### src/rtl/fc_result_reader.sv
// fc_result_reader
// Consumer at the output of the second fully connected layer. Mirrors the
// layer's free-running 26-slot x 30-line schedule, snapshots the ten class
// scores once per frame, finds the argmax serially (one compare per cycle)
// and offers {class, score} downstream through a valid/ready handshake.
//
// Ports:
//   clk                        system clock, rising edge
//   rst                        asynchronous active-high reset
//   in_score_1..in_score_10    W-bit unsigned class scores from the layer
//   res_ready                  downstream accepts the result
//   res_valid                  result pending
//   res_class                  winning class index, 0..N_OUT-1
//   res_max                    winning score
//   overrun                    sticky: a pending result was overwritten
//
// Build option: FC_READER_OVERWRITE_EN
//   defined   - a new frame arriving while a result is unaccepted replaces
//               it and sets overrun.
//   undefined - such a frame is dropped; overrun stays 0.

module fc_result_reader #(
   localparam int unsigned N_OUT  = 10,
   localparam int unsigned W      = 16,
   localparam int unsigned IDX_W  = 4,
   localparam int unsigned SLOTS  = 26,
   localparam int unsigned LINES  = 30,
   localparam int unsigned CNT_W  = $clog2(SLOTS),
   localparam int unsigned LINE_W = $clog2(LINES + 1)
) (
   input  logic             clk,
   input  logic             rst,
   input  logic [W-1:0]     in_score_1,
   input  logic [W-1:0]     in_score_2,
   input  logic [W-1:0]     in_score_3,
   input  logic [W-1:0]     in_score_4,
   input  logic [W-1:0]     in_score_5,
   input  logic [W-1:0]     in_score_6,
   input  logic [W-1:0]     in_score_7,
   input  logic [W-1:0]     in_score_8,
   input  logic [W-1:0]     in_score_9,
   input  logic [W-1:0]     in_score_10,
   input  logic             res_ready,
   output logic             res_valid,
   output logic [IDX_W-1:0] res_class,
   output logic [W-1:0]     res_max,
   output logic             overrun
);

   typedef enum logic [1:0] {
      IDLE = 2'd0,
      SCAN = 2'd1,
      HOLD = 2'd2
   } state_t;

   state_t              state_q, state_d;
   logic [CNT_W-1:0]    cnt_q, cnt_d;
   logic [LINE_W-1:0]   line_q, line_d;
   logic [W-1:0]        snap_q [N_OUT];
   logic [W-1:0]        snap_d [N_OUT];
   logic [IDX_W-1:0]    idx_q, idx_d;
   logic [W-1:0]        best_val_q, best_val_d;
   logic [IDX_W-1:0]    best_idx_q, best_idx_d;
   logic                res_valid_q, res_valid_d;
   logic [IDX_W-1:0]    res_class_q, res_class_d;
   logic [W-1:0]        res_max_q, res_max_d;
   logic                overrun_q, overrun_d;

   logic                cap_c;
   logic                accept_c;
   logic                load_c;
   logic [W-1:0]        cur_c;

   // All ten scores are stable on the edge where the tracker sits at (N_OUT, 1).
   assign cap_c    = (line_q == LINE_W'(1)) && (cnt_q == CNT_W'(N_OUT));
   assign accept_c = res_valid_q && res_ready;
   assign cur_c    = snap_q[idx_q];

   // Next-state: schedule tracker, argmax FSM, result/overrun registers.
   always_comb begin
      state_d     = state_q;
      cnt_d       = cnt_q;
      line_d      = line_q;
      snap_d      = snap_q;
      idx_d       = idx_q;
      best_val_d  = best_val_q;
      best_idx_d  = best_idx_q;
      res_valid_d = res_valid_q;
      res_class_d = res_class_q;
      res_max_d   = res_max_q;
      overrun_d   = overrun_q;
      load_c      = 1'b0;

      if (cnt_q == CNT_W'(SLOTS - 1)) begin
         cnt_d  = '0;
         line_d = (line_q == LINE_W'(LINES)) ? LINE_W'(1) : line_q + LINE_W'(1);
      end else begin
         cnt_d = cnt_q + CNT_W'(1);
      end

      unique case (state_q)
         IDLE: begin
            if (cap_c) load_c = 1'b1;
         end
         SCAN: begin
            // Strictly greater only: ties keep the lowest index.
            if (cur_c > best_val_q) begin
               best_val_d = cur_c;
               best_idx_d = idx_q;
            end
            idx_d = idx_q + IDX_W'(1);
            if (idx_q == IDX_W'(N_OUT - 1)) begin
               res_valid_d = 1'b1;
               res_class_d = best_idx_d;
               res_max_d   = best_val_d;
               state_d     = HOLD;
            end
         end
         HOLD: begin
            if (accept_c) begin
               res_valid_d = 1'b0;
               state_d     = IDLE;
            end
            if (cap_c) begin
               if (accept_c) begin
                  load_c = 1'b1;
               end
`ifdef FC_READER_OVERWRITE_EN
               else begin
                  load_c      = 1'b1;
                  res_valid_d = 1'b0;
                  overrun_d   = 1'b1;
               end
`endif
            end
         end
         default: state_d = IDLE;
      endcase

      // Frame capture: snapshot and seed the scan with entry 0.
      if (load_c) begin
         snap_d[0]  = in_score_1;
         snap_d[1]  = in_score_2;
         snap_d[2]  = in_score_3;
         snap_d[3]  = in_score_4;
         snap_d[4]  = in_score_5;
         snap_d[5]  = in_score_6;
         snap_d[6]  = in_score_7;
         snap_d[7]  = in_score_8;
         snap_d[8]  = in_score_9;
         snap_d[9]  = in_score_10;
         best_val_d = in_score_1;
         best_idx_d = '0;
         idx_d      = IDX_W'(1);
         state_d    = SCAN;
      end
   end

   // State registers.
   always_ff @(posedge clk or posedge rst) begin
      if (rst) begin
         state_q     <= IDLE;
         cnt_q       <= CNT_W'(SLOTS - 1);
         line_q      <= LINE_W'(LINES);
         for (int i = 0; i < N_OUT; i++) snap_q[i] <= '0;
         idx_q       <= '0;
         best_val_q  <= '0;
         best_idx_q  <= '0;
         res_valid_q <= 1'b0;
         res_class_q <= '0;
         res_max_q   <= '0;
         overrun_q   <= 1'b0;
      end else begin
         state_q     <= state_d;
         cnt_q       <= cnt_d;
         line_q      <= line_d;
         for (int i = 0; i < N_OUT; i++) snap_q[i] <= snap_d[i];
         idx_q       <= idx_d;
         best_val_q  <= best_val_d;
         best_idx_q  <= best_idx_d;
         res_valid_q <= res_valid_d;
         res_class_q <= res_class_d;
         res_max_q   <= res_max_d;
         overrun_q   <= overrun_d;
      end
   end

   assign res_valid = res_valid_q;
   assign res_class = res_class_q;
   assign res_max   = res_max_q;
   assign overrun   = overrun_q;

endmodule
### config.mk
export PLATFORM = sky130hd
export DESIGN_NAME = fc_result_reader
export DESIGN_NICKNAME = d
export VERILOG_FILES = /design/src/rtl/fc_result_reader.sv
export SDC_FILE = /design/constraint.sdc
export NUM_CORES = 1
export LEC_CHECK = 0
export BUFFER_PORTS_ARGS = -buffer_cell sky130_fd_sc_hd__buf_2
export CAP_MARGIN = 0
export CORE_ASPECT_RATIO = 0.5
export CORE_MARGIN = 5
export CORE_UTILIZATION = 51
export CTS_CLUSTER_SIZE = 12
export DETAILED_ROUTE_END_ITERATION = 8
export PLACE_DENSITY = 0.74
export RECOVER_POWER = 50
export SYNTH_ARGS = -nofsm -noshare
export SYNTH_HDL_FRONTEND = slang
export SYNTH_SLANG_ARGS = --single-unit
### constraint.sdc
create_clock -name clk -period 7.1 [get_ports clk]
set_clock_uncertainty 0.1 [all_clocks]
set_input_delay 1.065 -clock clk [delete_from_list [all_inputs] [get_ports clk]]
set_output_delay 1.065 -clock clk [all_outputs]
set_load 0.01 [all_outputs]
==> impl_metrics.ini, run 1 <==
[yosys]
ys.flop_type = dfrtp_1
yosysWarnings = 0
synth_top_family_by_area = simple AND/OR/NAND/NOR gates
ys_ff_latch = 217
synth_compound_area_share_pct = 8.86
syn_area_per_cell_um2 = 8.68
synth.distinct_cells = 53
synthAdderAreaFrac_pct = 2.89
syn_nets = 1383
synthMuxAreaShare_pct = 6.27
syn_inst = 1196
synth_edf_count = 0
ys_seq_area_share_pct = 52.4
netlist_area_mm2 = 0.0104
yosys.area_share.simple_pct = 25.1
synth-xor-area-share_pct = 0.338
async_flop_share_pct = 100

[outcome]
violations = capacitance limit, slew limit
status = finished with violations

[power_and_ir_drop]
switching_power_mw = 0.812
p_leak_nw = 6.44
power_mw = 2.98
combPwrFrac_pct = 14.4
sw_frac_of_total_pct = 27.2
ir_drop_v = 0.000155
p_int_mw = 2.17
power_frac_seq_pct = 50.0
power.density_mw_per_mm2 = 249
clockPowerShare_pct = 35.6

[placed_design]
portBuffers = 183
place.detailed.hpwl_um = 21900
routabilityCongestion = 0.973
pre_cts_ws_ns = 2.65

[layout]
area_delta_synth_final_pct = 15.4
n_antenna_cell = 0
fin_nets = 1528
post-route-util_pct = 60.7
fill_cells = 1709
drive_above_1_share_pct = 17.2

[detailed_routing]
wl_um = 30000
drc = 0
wl_per_cell_um = 18.6
dr_total_vias = 8935
antenna_left = 0
routed_via_density = 5.53
first_pass_iters = 6
drt_iter0_drc = 949

[worst_setup_path]
worstPathCellList = mux2i_1 > o22ai_1 > nor2_1 > nand3_1 > ha_1 > a41oi_2 > o21ai_1 > a221o_1 > o31ai_4 > buf_4 > o21ai_0 > o21ai_0
r2r_start = idx_q[1]$_DFFE_PP0P_
cp-startpoint = idx_q[1]$_DFFE_PP0P_
cp-start-kind = register
required_ns = 7.42
worstPathArrival_ns = 4.97
slowest_delay_ns = 1.13
path_class = reg2reg
endpoint_kind = register
timing.critical_path.mode_cell = o21ai_0
slowest_stage = dfrtp_4
worstPathMaxFanout = 65

[clock_network]
ctsResizeCount = 0
cts_hold_buf = 0
cts_tree = yes
root_buffer = clkbuf_16
path_clk_slew_ns = 0.06
clk_latency_ns = 0.50
cts_setup_buffers = 0
cts.path.max_buffers = 3
cts_sinks = 217
cts_max_level = 1
cts_made_buffers = 22

[timing]
period_needed_ns = 4.66
setup_violations = 0
min_period_over_period_pct = 65.6
hold_viol_final = 0
rsz0062_at_grt = false
layout_setup_ws_ns = 2.44
maxSlewHeadroom_pct = -95.7
worst-slew-pin-transition_ns = 2.92
tns_ns = 0
hold_ws_ns = 0.372
max_freq_mhz = 215
slew_violations = 222

[floorplanning]
rows = 36
design.core.area_mm2 = 0.0197
die_w_um = 212
initial_core_util_pct = 52.6
die_y_um = 111
io_pins = 185
design.die.area_mm2 = 0.0235

[global_route]
grt_pass1_vias = 8996
grt_pass1_wl_um = 48300
grt-ovfl-total = 0
grt_antenna_before_repair = 0
grt_usage_pct = 25.3
grt_max_degree = 114

[min_path]
hp-class = reg2reg
hp-start = snap_q[89]$_DFFE_PP0P_

[job]
max-cap-violations = 3
layout by cell type (no fill, tap or decap), drive strengths merged, types with 2 or more instances in the layout:
cell type	netlist	layout
clkbuf	29	55
dfrtp	210	210
and4	3	3
inv	28	27
a21boi	3	3
or3b	2	2
a21oi	14	14
a22oi	15	15
ha	24	24
nand3	16	16
xor2	3	3
nor2b	3	3
o21ai	44	44
mux2	8	8
or3	2	2
dfstp	7	7
nand4	7	7
a22o	3	3
buf	41	168
nor3	19	19
mux2i	56	56
a211oi	15	15
o22ai	24	24
nand2	524	524
o31ai	4	4
nor2	73	73
a31oi	3	3
per-stage QoR:
| stage | cells | cell area (um^2) |
|---|---|---|
| 5_1_grt | 1616 | 12000 |
| 2_1_floorplan | 1196 | 10400 |
| 3_5_place_dp | 1583 | 11400 |
| 6_report | 1616 | 12000 |
| 4_1_cts | 1616 | 12000 |
| 3_3_place_gp | 1583 | 11400 |
metal layers:
metal	vias to the layer above	global-route usage, %	wire length [um]
li1	4181	-	-
met1	4357	37.8	13500
met2	339	39.2	13600
met3	58	4.04	2080
met4	0	5.87	765
met5	-	0	0
logic make-up (layout without fill, tap and decap cells):
| logic type | Yosys count | in the layout |
|---|---|---|
| AND/OR/NAND/NOR | 656 | 656 |
| buffers and inverters | 98 | 252 |
| AO/OA/AOI/OAI | 132 | 132 |
| multiplexers | 64 | 64 |
| adder cells (fa/ha/maj) | 24 | 24 |
| other | 1 | 1 |
| XOR/XNOR | 4 | 4 |
| flip-flops | 217 | 217 |
cells in the mapped netlist, drive strengths merged (2+ instances only):
library cell,count,area [um^2]
nand2,524,1970
dfrtp,210,5260
nor2,73,282
mux2i,56,561
o21ai,44,220
buf,41,213
clkbuf,29,109
inv,28,105
ha,24,300
o22ai,24,150
nor3,19,95.1
nand3,16,80.1
a211oi,15,163
a22oi,15,113
a21oi,14,81.3
mux2,8,90.1
dfstp,7,184
nand4,7,43.8
o31ai,4,43.8
a21boi,3,26.3
a22o,3,26.3
a31oi,3,18.8
and4,3,26.3
nor2b,3,18.8
xor2,3,26.3
or3,2,12.5
or3b,2,17.5
power groups by stage:
stage	registers (mW)	logic, mW	clock network [mW]
finish	1.49	0.429	1.06
global route	1.51	0.489	1.13
CTS	1.49	0.448	1.07
detailed placement	1.51	0.446	0
global placement	1.51	0.426	0
floorplan	1.51	0.241	0
final cells by class:
| class | instances | area (um^2) | area share, % |
|---|---|---|---|
| timing repair buffer | 191 | 945 | 7.89 |
| tap | 266 | 333 | 2.78 |
| multi-input combinational | 881 | 4520 | 37.7 |
| sequential | 217 | 5440 | 45.4 |
| inverter | 28 | 106 | 0.888 |
| clock inverter | 1 | 8.76 | 0.0731 |
| clock buffer | 32 | 619 | 5.17 |
worst paths after layout:
| check | endpoint | cells after the start | slack [ns] |
|---|---|---|---|
| min in group asynchronous | snap_q[61]$_DFFE_PP0P_ | 2 | 1.29 |
| max | res_max[6]$_DFFE_PP0P_ | 12 | 2.44 |
| max reg2reg | res_max[6]$_DFFE_PP0P_ | 12 | 2.44 |
| max in group asynchronous | idx_q[1]$_DFFE_PP0P_ | 3 | 2.52 |
| min | snap_q[89]$_DFFE_PP0P_ | 2 | 0.37 |
| min reg2reg | snap_q[89]$_DFFE_PP0P_ | 2 | 0.37 |
registers in the layout, summed over array words and instances, names as in the netlist:
register	count
line_q	5
res_class	4
res_max	16
best_val_q	16
state_q	2
idx_q	4
cnt_q	5
res_valid	1
snap_q	160
best_idx_q	4
worst max-delay path: cells and delay by family, from the launching register on:
kind | cells | cell delay (ns)
buffers and inverters | 1 | 0.34
multiplexers | 1 | 0.30
AND/OR/NAND/NOR | 2 | 0.47
AO/OA/AOI/OAI | 7 | 1.76
adder cells (fa/ha/maj) | 1 | 0.35
flip-flops | 1 | 1.13
Power figures use the tool's default switching activity.
==> inputs of run 2 (changes only) <==
- CORE_UTILIZATION: 51 -> 56
- PLACE_DENSITY: 0.74 -> 0.77
- clock period: 7.1 -> 4.3 ns (I/O delays scaled with it)
==> run 2 against run 1 <==
The run still ends with capacitance limit, slew limit left. Via count is 1.3% lower. Global-route usage is 2.0 points higher. First-iteration DRC count is 12% lower. Sequential share of layout area is 0.54 points lower. Register-to-register slack worse by 2.3 ns. Sequential cell count stayed put. Critical path depth stayed put. Maximum frequency is 13% higher. Hold slack worse by 0.14 ns. Clock power is 70% higher.
==> impl_metrics.ini, run 2 (synthesis gave the netlist of run 1 again) <==
[outcome]
status = finished with violations
violations = capacitance limit, slew limit

[floorplanning]
initial_core_util_pct = 56.7
rows = 35
io_pins = 185
design.core.area_mm2 = 0.0183
die_w_um = 203
design.die.area_mm2 = 0.0215
die_y_um = 106

[timing]
min_period_over_period_pct = 95.5
setup_violations = 0
worst-slew-pin-transition_ns = 1.72
slew_violations = 196
rsz0062_at_grt = false
tns_ns = 0
hold_viol_final = 0
maxSlewHeadroom_pct = -15.0
max_freq_mhz = 244
period_needed_ns = 4.11
layout_setup_ws_ns = 0.194

[global_route]
grt_pass1_vias = 8623
grt_max_degree = 126
grt-ovfl-total = 0
grt_usage_pct = 27.3
grt_antenna_before_repair = 0
grt_pass1_wl_um = 47000

[placed_design]
routabilityCongestion = 0.928
dp_cells = 1568
place.detailed.hpwl_um = 21700
portBuffers = 183
place_area_mm2 = 0.0115
pre_cts_ws_ns = 0.240

[clock_network]
path_clk_slew_ns = 0.06
cts.path.max_buffers = 3
cts_max_level = 1
cts_hold_buf = 0
root_buffer = clkbuf_16
cts_made_buffers = 22
clk_latency_ns = 0.50
cts_tree = yes
cts_sinks = 217

[worst_setup_path]
path_class = reg2reg
worstPathMaxFanout = 24
endpoint_kind = register
worstPathArrival_ns = 4.38
required_ns = 4.57
cp-start-kind = register

[detailed_routing]
drc = 0
drt_iter0_drc = 836
antenna_left = 0
first_pass_iters = 5
routed_via_density = 5.50
wl_per_cell_um = 18.7
wl_um = 29900
dr_total_vias = 8816

[layout]
area_delta_synth_final_pct = 16.8
fin_nets = 1541
drive_above_1_share_pct = 19.4
finish.instance_area_mm2 = 0.0121
n_antenna_cell = 0
largest_register = snap_q
final_cell_mix = nand2_1 (524), dfrtp_1 (209), buf_2 (181), nor2_1 (72), mux2i_1 (56)
fill_cells = 1518
final_common_cell = nand2_1
largest_register_ffs = 160
layout.cells.non_filler = 1604

[power_and_ir_drop]
p_leak_nw = 6.57
ir_drop_v = 0.000294
power.density_mw_per_mm2 = 412

[job]
max-cap-violations = 2

[min_path]
hp-class = in2reg
==> run 2: changes by cell type in the layout (fill, tap and decap cells not counted), moves of 3 or more <==
| cell | before | now |
|---|---|---|
| buf_12 | 0 | 3 |
| buf_4 | 6 | 16 |
| buf_2 | 162 | 181 |
| clkbuf_1 | 29 | 11 |
==> run 2: final timing paths <==
path	start	to	slack (ns)	cells after the start
worst min register to register	snap_q[18]$_DFFE_PP0P_	snap_q[18]$_DFFE_PP0P_	0.37	2
max in group asynchronous	rst	snap_q[101]$_DFFE_PP0P_	1.55	3
min in group asynchronous	rst	state_q[0]$_DFFE_PP0P_	0.25	2
worst min-delay path	in_score_3[5]	snap_q[117]$_DFFE_PP0P_	0.23	3
worst max-delay path	idx_q[2]$_DFFE_PP0P_	best_val_q[11]$_DFFE_PP0P_	0.19	12
worst max register to register	idx_q[2]$_DFFE_PP0P_	best_val_q[11]$_DFFE_PP0P_	0.19	12
==> run 2: cell type report <==
| cell class | instances | area, um^2 | share of cell area (%) |
|---|---|---|---|
| flip-flops and latches | 217 | 5440 | 44.9 |
| multi-input cells | 881 | 4520 | 37.3 |
| repair buffers | 204 | 1110 | 9.13 |
| clock buffers | 32 | 609 | 5.03 |
| well taps | 240 | 300 | 2.48 |
| inverters | 28 | 106 | 0.877 |
| clock inverters | 2 | 35.0 | 0.289 |
==> run 2: metal layers <==
metal	global-route usage, %	vias to the layer above	routed length [um]
met1	42.3	4308	14100
met4	3.97	0	372
met3	4.60	30	1830
li1	-	4214	-
met2	41.7	264	13600
met5	0	-	0
==> run 2: power breakdown <==
| group | internal, mW | switching (mW) |
|---|---|---|
| logic | 0.317 | 0.424 |
| clock network | 1.03 | 0.765 |
| registers | 2.30 | 0.155 |
| total | 3.65 | 1.34 |
==> run 2: stage by stage <==
step	utilization [%]	total power [mW]	hold WS [ns]
floorplan	-	2.89	0.340
global placement	62.8	3.21	0.354
detailed placement	62.8	3.23	0.358
CTS	66.3	5.02	0.119
global route	66.2	5.24	0.219
finish	66.2	4.99	0.231
==> run 2: what timing repair did <==
action	CTS	global route
endpoints found under the setup margin	0	15
gates resized for setup	0	1
setup buffers	0	2
==> run 2: critical path, stage by stage (launching register included) <==
cell      delay [ns]
dfrtp_1         0.63
or3b_2          0.69
o22ai_1         0.40
nor2_1          0.12
nand2_1         0.18
ha_1            0.28
nand2_1         0.06
o21ai_0         0.13
a221o_1         0.38
o31a_4          0.42
a21oi_4         0.19
buf_4           0.27
a211oi_1        0.12
==> inputs of run 3 (changes only) <==
- MAX_ROUTING_LAYER: unset -> met4
==> run 3 against run 2 <==
The flow still finishes with violations (capacitance limit, slew limit). Global-route usage grew 1.7 points. Sequential cell count is the same. Non-clock buffer count grew 3. Hold slack lost 0.026 ns. Clock-buffer cell count grew 2. Final cell count grew 0.25%. Die area is the same. Maximum frequency grew 0.27%. First-iteration DRC count grew 5.0%. Routed wire length grew 1.1%. Combinational power is essentially flat. Sequential power is essentially flat. Largest cell class unchanged.
==> impl_metrics.ini, run 3 (synthesis gave the netlist of run 1 again) <==
[timing]
setup_violations = 0
slew_violations = 224
max_freq_mhz = 244
worst-slew-pin-transition_ns = 2.04
min_period_over_period_pct = 95.2
rsz0062_at_grt = false
maxSlewHeadroom_pct = -36.2
period_needed_ns = 4.10
tns_ns = 0
hold_viol_final = 0

[outcome]
violations = capacitance limit, slew limit
status = finished with violations

[detailed_routing]
routed_via_density = 5.61
drt_iter0_drc = 878
wl_per_cell_um = 18.8
drc = 0
first_pass_iters = 5
wl_um = 30300
dr_total_vias = 9014
antenna_left = 0

[layout]
area_delta_synth_final_pct = 17.1
n_antenna_cell = 0
largest_register = snap_q
fin_nets = 1544
drive_above_1_share_pct = 19.5
layout.cells.non_filler = 1608
finish.instance_area_mm2 = 0.0122
largest_register_ffs = 160
final_common_cell = nand2_1
final_cell_mix = nand2_1 (524), dfrtp_1 (209), buf_2 (181), nor2_1 (72), mux2i_1 (56)
fill_cells = 1502

[clock_network]
cts_tree = yes
cts_max_level = 1
path_clk_slew_ns = 0.06
root_buffer = clkbuf_16
clk_latency_ns = 0.53
cts_sinks = 217
cts_made_buffers = 22
cts.path.max_buffers = 3

[power_and_ir_drop]
combPwrFrac_pct = 14.9
clockPowerShare_pct = 35.7
sw_frac_of_total_pct = 27.7
p_int_mw = 3.60
ir_drop_v = 0.000307
power_mw = 4.98
p_leak_nw = 6.58
power.density_mw_per_mm2 = 410
power_frac_seq_pct = 49.4
switching_power_mw = 1.38

[placed_design]
routabilityCongestion = 0.937
place.detailed.hpwl_um = 21900
dp_cells = 1569
portBuffers = 183
place_area_mm2 = 0.0115

[floorplanning]
design.core.area_mm2 = 0.0183
die_w_um = 203
die_y_um = 106
initial_core_util_pct = 56.7
design.die.area_mm2 = 0.0215
rows = 35
io_pins = 185

[global_route]
grt_usage_pct = 29.0
grt_pass1_vias = 8920
grt-ovfl-total = 0
grt_antenna_before_repair = 0
grt_max_degree = 139
grt_pass1_wl_um = 48500

[worst_setup_path]
cp-start-kind = register
reg2reg_to = best_val_q[12]$_DFFE_PP0P_
path_class = reg2reg
endpoint_kind = register
regToRegSetupSlack_ns = 0.20
required_ns = 4.58
r2r_start = idx_q[0]$_DFFE_PP0P_
reg2reg_depth = 12
worstPathArrival_ns = 4.37
worstPathMaxFanout = 16

[min_path]
hp-class = in2reg
hp-start = in_score_5[12]
holdPathStages = 3
whs_endpoint = snap_q[92]$_DFFE_PP0P_

[job]
max-cap-violations = 4
==> run 3: what timing repair did <==
| item | in CTS | in global routing |
|---|---|---|
| resized for setup | 0 | 1 |
| hold buffers | 0 | 0 |
| endpoints found under the setup margin | 0 | 16 |
| buffers inserted | 0 | 4 |
==> run 3: worst max-delay path: stages, from the launching register on <==
cell and delay [ns]:
dfrtp_1 0.65, or3b_2 0.69, o22ai_1 0.48, nor2_1 0.09, nand2_1 0.18, ha_1 0.28, nand4_1 0.12, nor2_1 0.06
a221o_1 0.37, o31a_4 0.35, a21oi_4 0.18, buf_4 0.28, a211oi_1 0.11
==> run 3: worst max-delay path by stage <==
| stage | startpoint | end | slack, ns | cells past startpoint |
|---|---|---|---|---|
| 3_5_place_dp | idx_q[0]$_DFFE_PP0P_ | best_val_q[15]$_DFFE_PP0P_ | 0.30 | 12 |
| 5_1_grt | idx_q[1]$_DFFE_PP0P_ | best_val_q[0]$_DFFE_PP0P_ | 0.01 | 11 |
| 4_1_cts | idx_q[0]$_DFFE_PP0P_ | best_val_q[12]$_DFFE_PP0P_ | 0.26 | 12 |
| 2_1_floorplan | rst | best_idx_q[0]$_DFFE_PP0P_ | 0.73 | 1 |
| 6_report | idx_q[0]$_DFFE_PP0P_ | best_val_q[12]$_DFFE_PP0P_ | 0.20 | 12 |
| 3_3_place_gp | idx_q[0]$_DFFE_PP0P_ | best_val_q[15]$_DFFE_PP0P_ | 0.30 | 12 |
==> run 3: power by group through the flow <==
stage | clock, mW | sequential [mW] | combinational [mW]
final | 1.78 | 2.46 | 0.741
after global routing | 1.89 | 2.48 | 0.845
after CTS | 1.80 | 2.46 | 0.751
after detailed placement | 0 | 2.49 | 0.743
after global placement | 0 | 2.49 | 0.728
after floorplan | 0 | 2.49 | 0.399
==> run 3: layout make-up <==
cell class	count	area (um^2)	area share, %
clock buffer	34	616	5.07
clock inverter	1	30.0	0.247
inverter	28	106	0.875
multi-input combinational	881	4520	37.2
sequential	217	5440	44.8
tap	240	300	2.47
timing repair buffer	207	1130	9.34
==> run 3: per-stage QoR <==
| step | setup slack [ns] | hold slack, ns | util (%) |
|---|---|---|---|
| final | 0.205 | 0.205 | 66.4 |
| after global routing | 0.0141 | 0.213 | 66.4 |
| after CTS | 0.264 | 0.179 | 66.4 |
| after detailed placement | 0.297 | 0.361 | 62.8 |
| after global placement | 0.305 | 0.354 | 62.8 |
| after floorplan | 0.735 | 0.340 | - |
==> run 3: per-layer routing <==
layer	share of wire (%)	wire (um)	global-route usage, %	vias to the layer above
met5	0	0	-	-
met3	6.5	1970	5.18	57
met2	44	13200	41.7	307
met4	2.5	745	7.36	0
met1	47	14300	43.0	4418
li1	-	-	-	4232
